### src/rtl/sga_render_engine_if.sv
`default_nettype none
// +----------------------------------------------------------------------+
// | sga_render_engine_if: control-unit <-> renderer handshake bundle.    |
// | Rev 1.0                                                              |
// +----------------------------------------------------------------------+
interface sga_render_engine_if #(
    parameter int GRID_W = 3,
    parameter int SIZE_W = 5
);
    logic                  render_clr;
    logic                  render_step;
    logic [SIZE_W-1:0]     snake_size;
    logic [SIZE_W-1:0]     seg_addr;
    logic [2*GRID_W-1:0]   seg_pos;
    logic [2*GRID_W-1:0]   apple_pos;
    logic                  render_finish;

    modport master (
        output render_clr, render_step, snake_size, seg_pos, apple_pos,
        input  seg_addr, render_finish
    );

    modport slave (
        input  render_clr, render_step, snake_size, seg_pos, apple_pos,
        output seg_addr, render_finish
    );
endinterface
`default_nettype wire

### src/rtl/sga_render_engine.sv
`default_nettype none
// +----------------------------------------------------------------------+
// | sga_render_engine: step-driven double-buffered snake frame renderer  |
// | with continuous row scan onto the LED matrix.          Rev 1.0       |
// +----------------------------------------------------------------------+
module sga_render_engine #(
    parameter int GRID_W   = 3,
    parameter int SIZE_W   = 5,
    parameter int MAX_SIZE = 16,
    parameter int SCAN_DIV = 1000
) (
    input  wire logic                     clock,
    input  wire logic                     restart,
    sga_render_engine_if.slave            rif,
    output logic [(1<<GRID_W)-1:0]        row_sel,
    output logic [(1<<GRID_W)-1:0]        col_data,
    output logic [7:0]                    db_frames
);
    localparam int ROWS = 1 << GRID_W;
    localparam int DIV_W = (SCAN_DIV > 1) ? $clog2(SCAN_DIV) : 1;
    localparam logic [DIV_W-1:0]  C_DIV_LAST = DIV_W'(SCAN_DIV - 1);
    localparam logic [SIZE_W-1:0] C_MAX_SIZE = SIZE_W'(MAX_SIZE);

    logic [SIZE_W-1:0]         idx_q, idx_d;
    logic                      fin_q, fin_d;
    logic [7:0]                frames_q, frames_d;
    logic [ROWS-1:0][ROWS-1:0] back_q, back_d;
    logic [ROWS-1:0][ROWS-1:0] front_q, front_d;
    logic [DIV_W-1:0]          div_q;
    logic [GRID_W-1:0]         row_q;

    logic [SIZE_W-1:0] w_n;
    logic [GRID_W-1:0] w_seg_x, w_seg_y, w_app_x, w_app_y;

    assign w_n     = (rif.snake_size > C_MAX_SIZE) ? C_MAX_SIZE : rif.snake_size;
    assign w_seg_x = rif.seg_pos[2*GRID_W-1:GRID_W];
    assign w_seg_y = rif.seg_pos[GRID_W-1:0];
    assign w_app_x = rif.apple_pos[2*GRID_W-1:GRID_W];
    assign w_app_y = rif.apple_pos[GRID_W-1:0];

    // Step handling: acknowledge, draw one segment, or publish the frame.
    always_comb begin
        idx_d    = idx_q;
        fin_d    = fin_q;
        frames_d = frames_q;
        back_d   = back_q;
        front_d  = front_q;
        if (rif.render_clr) begin
            idx_d    = '0;
            fin_d    = 1'b0;
            frames_d = '0;
            back_d   = '0;
            front_d  = '0;
        end else if (rif.render_step) begin
            if (fin_q) begin
                fin_d = 1'b0;
                idx_d = '0;
            end else if (idx_q < w_n) begin
                back_d[w_seg_y][w_seg_x] = 1'b1;
                idx_d = idx_q + SIZE_W'(1);
            end else begin
                front_d = back_q;
                front_d[w_app_y][w_app_x] = 1'b1;
                back_d   = '0;
                fin_d    = 1'b1;
                frames_d = frames_q + 8'd1;
            end
        end
    end

    always_ff @(posedge clock) begin
        if (restart) begin
            idx_q    <= '0;
            fin_q    <= 1'b0;
            frames_q <= '0;
            back_q   <= '0;
            front_q  <= '0;
        end else begin
            idx_q    <= idx_d;
            fin_q    <= fin_d;
            frames_q <= frames_d;
            back_q   <= back_d;
            front_q  <= front_d;
        end
    end

    // Row scan runs independently of the render handshake.
    always_ff @(posedge clock) begin
        if (restart) begin
            div_q <= '0;
            row_q <= '0;
        end else if (div_q == C_DIV_LAST) begin
            div_q <= '0;
            row_q <= row_q + GRID_W'(1);
        end else begin
            div_q <= div_q + DIV_W'(1);
        end
    end

    assign rif.seg_addr      = idx_q;
    assign rif.render_finish = fin_q;
    assign db_frames         = frames_q;
    assign row_sel           = ROWS'(1) << row_q;
    assign col_data          = front_q[row_q];
endmodule
`default_nettype wire

### src/flat_wrapper.sv
// flat-port wrapper written by rule: the top's interface ports become plain ports
module sga_render_engine_flat 
#(
    parameter int GRID_W   = 3,
    parameter int SIZE_W   = 5,
    parameter int MAX_SIZE = 16,
    parameter int SCAN_DIV = 1000
)
  (clock, restart, row_sel, col_data, db_frames, rif_render_clr, rif_render_step, rif_snake_size, rif_seg_pos, rif_apple_pos, rif_seg_addr, rif_render_finish);
  sga_render_engine_if #(.GRID_W(GRID_W), .SIZE_W(SIZE_W)) rif_i ();
  input  wire logic clock;
  input  wire logic restart;
  output logic [(1<<GRID_W)-1:0] row_sel;
  output logic [(1<<GRID_W)-1:0] col_data;
  output logic [7:0] db_frames;
  input wire logic [$bits(rif_i.render_clr)-1:0] rif_render_clr;
  input wire logic [$bits(rif_i.render_step)-1:0] rif_render_step;
  input wire logic [$bits(rif_i.snake_size)-1:0] rif_snake_size;
  input wire logic [$bits(rif_i.seg_pos)-1:0] rif_seg_pos;
  input wire logic [$bits(rif_i.apple_pos)-1:0] rif_apple_pos;
  output wire logic [$bits(rif_i.seg_addr)-1:0] rif_seg_addr;
  output wire logic [$bits(rif_i.render_finish)-1:0] rif_render_finish;
  assign rif_i.render_clr = rif_render_clr;
  assign rif_i.render_step = rif_render_step;
  assign rif_i.snake_size = rif_snake_size;
  assign rif_i.seg_pos = rif_seg_pos;
  assign rif_i.apple_pos = rif_apple_pos;
  assign rif_seg_addr = rif_i.seg_addr;
  assign rif_render_finish = rif_i.render_finish;
  sga_render_engine #(.GRID_W(GRID_W), .SIZE_W(SIZE_W), .MAX_SIZE(MAX_SIZE), .SCAN_DIV(SCAN_DIV)) u_core (.clock(clock), .restart(restart), .rif(rif_i), .row_sel(row_sel), .col_data(col_data), .db_frames(db_frames));
endmodule
### config.mk
export PLATFORM = sky130hd
export DESIGN_NAME = sga_render_engine_flat
export DESIGN_NICKNAME = d
export VERILOG_FILES = /design/src/rtl/sga_render_engine_if.sv /design/src/rtl/sga_render_engine.sv /design/src/flat_wrapper.sv
export SDC_FILE = /design/constraint.sdc
export NUM_CORES = 1
export LEC_CHECK = 0
export ABC_CLOCK_PERIOD_IN_PS = 2530
export BUFFER_PORTS_ARGS = -buffer_cell sky130_fd_sc_hd__buf_2
export CAP_MARGIN = 20
export CORE_ASPECT_RATIO = 1.4
export CORE_MARGIN = 2
export CORE_UTILIZATION = 45
export DETAILED_ROUTE_END_ITERATION = 8
export HOLD_SLACK_MARGIN = 0.1
export PLACE_DENSITY = 0.64
export SLEW_MARGIN = 20
export SYNTH_ARGS = -nofsm -noshare
export SYNTH_HDL_FRONTEND = slang
export SYNTH_SLANG_ARGS = --single-unit
### constraint.sdc
create_clock -name clock -period 2.53 [get_ports clock]
set_clock_uncertainty 0.05 [all_clocks]
set_input_delay 0.1265 -clock clock [delete_from_list [all_inputs] [get_ports clock]]
set_output_delay 0.1265 -clock clock [all_outputs]
set_load 0.05 [all_outputs]
==> impl_metrics.csv <==
group,metric,value,unit
clocking,clockRootBuffer,"clkbuf_16",
routing,post_drt_wl_per_cell,17.6,um
layout,antennaDiodeCount,0,
clocking,cts_sinks,155,
synth,synthCells,778,
placement,dp_hpwl,12400,um
timing,rsz0062_at_grt,"false",
synth,synth-xor-area-share,1.14,%
power_and_ir_drop,irDropWorstVdd,0.455,mV
power_and_ir_drop,power_per_cell_area,698,nW/um2
layout,nNetsFinal,836,
layout,nFillCells,1345,
timing,setup_viol,0,
routing,drtIter0Drc,573,
placement,io_buffers,50,
clocking,cts_resized,0,
global_routing,grt_max_degree,70,
placement,gp_congestion,0.855,
synth,yosysUniqueCellTypes,47,
clocking,clk_pin_slew,70,ps
die,rows,53,
outcome,run_status,"finished clean",
power_and_ir_drop,power_frac_seq,44.7,%
worst_setup_path,crit_type,"reg -> out",
routing,via_count,5901,
synth,synthMuxAreaShare,5.82,%
routing,drc,0,
die,ioPinCount,51,
die,die_area,16300,um2
synth,syn_nets,812,
worst_setup_path,crit_path_start_kind,"flop",
timing,fin_crit_sh,88.3,%
synth,synth_area_per_cell,8.86,um2
synth,synth_seq_cells,155,
global_routing,gr-total-overflow,0,
global_routing,grt_usage,22.2,%
clocking,cts_buffers,17,
power_and_ir_drop,clockPowerShare,48.2,%
timing,max_slew_margin,39.1,%
clocking,clockBufferDepth,2,
die,start_util,46.0,%
routing,drtPass1Iterations,5,
worst_setup_path,cp.arrival,2060,ps
synth,synth_edf_count,0,
power_and_ir_drop,p_sw,1370,uW
synth,netlist_area,6900,um2
hold_path,hold_path_class,"in -> reg",
power_and_ir_drop,p_leak,0.00283,uW
layout,syn_to_final_growth,15.7,%
synth,async_flop_share,0,%
timing,tightestPinTransition,914,ps
synth,synth-compound-area-share,24.7,%
timing,fmax,448,MHz
clocking,post_cts_buffers,0,
timing,slew_violations,0,
clocking,cts_tree,"built",
timing,hold_viol,0,
layout,drive_above_1_share,18.3,%
synth,ys.flop_type,"dfxtp_1",
global_routing,antenna_found_initial,0,
worst_setup_path,cp_max_fo,19,
clocking,h-tree-depth,4,
job,cap_violations,0,
timing,fin_tns_setup,0,ps
power_and_ir_drop,p_int,4190,uW
timing,min_period,2230,ps
die,core_region_area,15000,um2
synth,synth_top_family_by_area,"compound AO/OA/AOI/OAI gates",
routing,routed_wl,17700,um
timing,hold-worst-slack,126,ps
die,dieHeight,150,um
global_routing,grt_pass1_wl,27900,um
worst_setup_path,setup.worst_path.end_class,"output port",
routing,ant_nets,0,
power_and_ir_drop,swShare,24.7,%
die,die_w,109,um
synth,yosys.area_share.simple,16.1,%
synth,synth_fa_ha_area_share,2.36,%
worst_setup_path,required,2350,ps
synth,yosysSeqAreaShare,45.0,%
clocking,hold_buffers,3,
layout,finalCoreUtilization,53.2,%
routing,vias_per_cell,5.86,
synth,yosys_warnings,0,
global_routing,grt_pass1_vias,5443,
clocking,clkLatencyLatePin,420,ps
power_and_ir_drop,pwr-share-comb,7.2,%
layer usage:
metal | share of wire (%) | vias to the layer above | global-route usage [%]
li1 | - | 2852 | -
met3 | 5.8 | 25 | 4.24
met2 | 48 | 238 | 37.0
met4 | 2.6 | 0 | 8.85
met1 | 44 | 2786 | 28.1
met5 | 0 | - | 0
cell families (layout without fill, tap and decap cells):
group / Yosys count / in the layout
flip-flops: 155 / 155
AND/OR/NAND/NOR: 222 / 222
AO/OA/AOI/OAI: 283 / 283
adder cells (fa/ha/maj): 13 / 13
buffers and inverters: 76 / 113
XOR/XNOR: 9 / 9
multiplexers: 20 / 20
through the flow:
step	setup slack (ps)	power, uW	cell area (um2)	cells
5_1_grt	177	5750	7980	1007
3_3_place_gp	532	2920	7320	972
6_report	296	5570	7980	1007
3_5_place_dp	447	2930	7320	972
2_1_floorplan	404	2820	6900	778
4_1_cts	264	5600	7980	1007
layout by cell type (no fill, tap or decap), types with 4 or more instances in the layout:
| cell type | synthesis | routed |
|---|---|---|
| o21ai_0 | 5 | 5 |
| inv_1 | 4 | 4 |
| a21oi_1 | 194 | 194 |
| buf_2 | 33 | 50 |
| a31oi_1 | 8 | 8 |
| nor2b_1 | 8 | 7 |
| clkbuf_16 | 0 | 17 |
| inv_6 | 0 | 4 |
| buf_12 | 0 | 5 |
| nand4_1 | 6 | 6 |
| nor3_1 | 7 | 7 |
| inv_8 | 0 | 4 |
| nor2_1 | 88 | 88 |
| ha_1 | 13 | 13 |
| a211oi_1 | 54 | 54 |
| mux4_2 | 16 | 16 |
| nand2b_1 | 6 | 6 |
| xor2_1 | 4 | 4 |
| a31o_2 | 4 | 4 |
| and3_1 | 9 | 9 |
| buf_4 | 0 | 18 |
| or3_1 | 4 | 4 |
| dfxtp_1 | 155 | 155 |
| and3b_1 | 6 | 6 |
| nor3_2 | 4 | 4 |
| nor3b_1 | 12 | 12 |
| nand2_1 | 47 | 47 |
| and2_1 | 11 | 11 |
| a211oi_2 | 10 | 10 |
| xnor2_1 | 5 | 5 |
power by group through the flow:
stage | combinational [uW] | sequential, uW | clock (uW)
after global placement | 380 | 2540 | 0
after global routing | 433 | 2490 | 2830
after CTS | 395 | 2490 | 2720
final | 399 | 2490 | 2680
after detailed placement | 390 | 2540 | 0
after floorplan | 276 | 2540 | 0
flip-flops by register name, indices dropped and copies added, names as in the netlist:
| register | count |
|---|---|
| u_core.rif.seg_addr | 5 |
| u_core.row_q | 3 |
| u_core.div_q | 10 |
| u_core.db_frames | 8 |
| u_core.back_q | 64 |
| u_core.rif.render_finish | 1 |
| u_core.front_q | 64 |
final timing paths:
path	startpoint	slack (ps)	end	cells past startpoint
setup / recovery	u_core.row_q[0]	300	col_data[2]	5
hold / removal	rif_seg_pos[3]	130	u_core.back_q[40]	4
hold reg to reg	u_core.div_q[0]	400	u_core.div_q[0]	1
setup reg to reg	u_core.rif.seg_addr[4]	450	u_core.front_q[3]	6
area by class of cell:
cell class	count	area (um2)	share of cell area, %
multi-input cells	547	3480	43.6
flip-flops and latches	155	3100	38.9
repair buffers	76	515	6.46
clock buffers	17	425	5.33
well taps	192	240	3.01
clock inverters	15	201	2.52
inverters	5	18.8	0.235
worst max-delay path, cell delays in order, from the launching register on:
cell and delay [ps]:
dfxtp_1 310, buf_4 330, mux4_2 590, nand2_1 90, nand2_1 90, buf_2 220
cell usage after synthesis, drive strengths merged, types with 8 or more instances:
library cell / instances / area [um2]
nor3b: 13 / 109
buf: 49 / 240
clkbuf: 22 / 82.6
and3: 9 / 56.3
a31oi: 8 / 50.1
and2: 11 / 68.8
dfxtp: 155 / 3100
nor3: 11 / 75.1
nor2b: 8 / 50.1
ha: 13 / 163
nor2: 89 / 337
nand2: 47 / 176
mux4: 16 / 360
a211oi: 64 / 531
a21oi: 196 / 988
No activity file was read; power rests on OpenSTA's default activity.
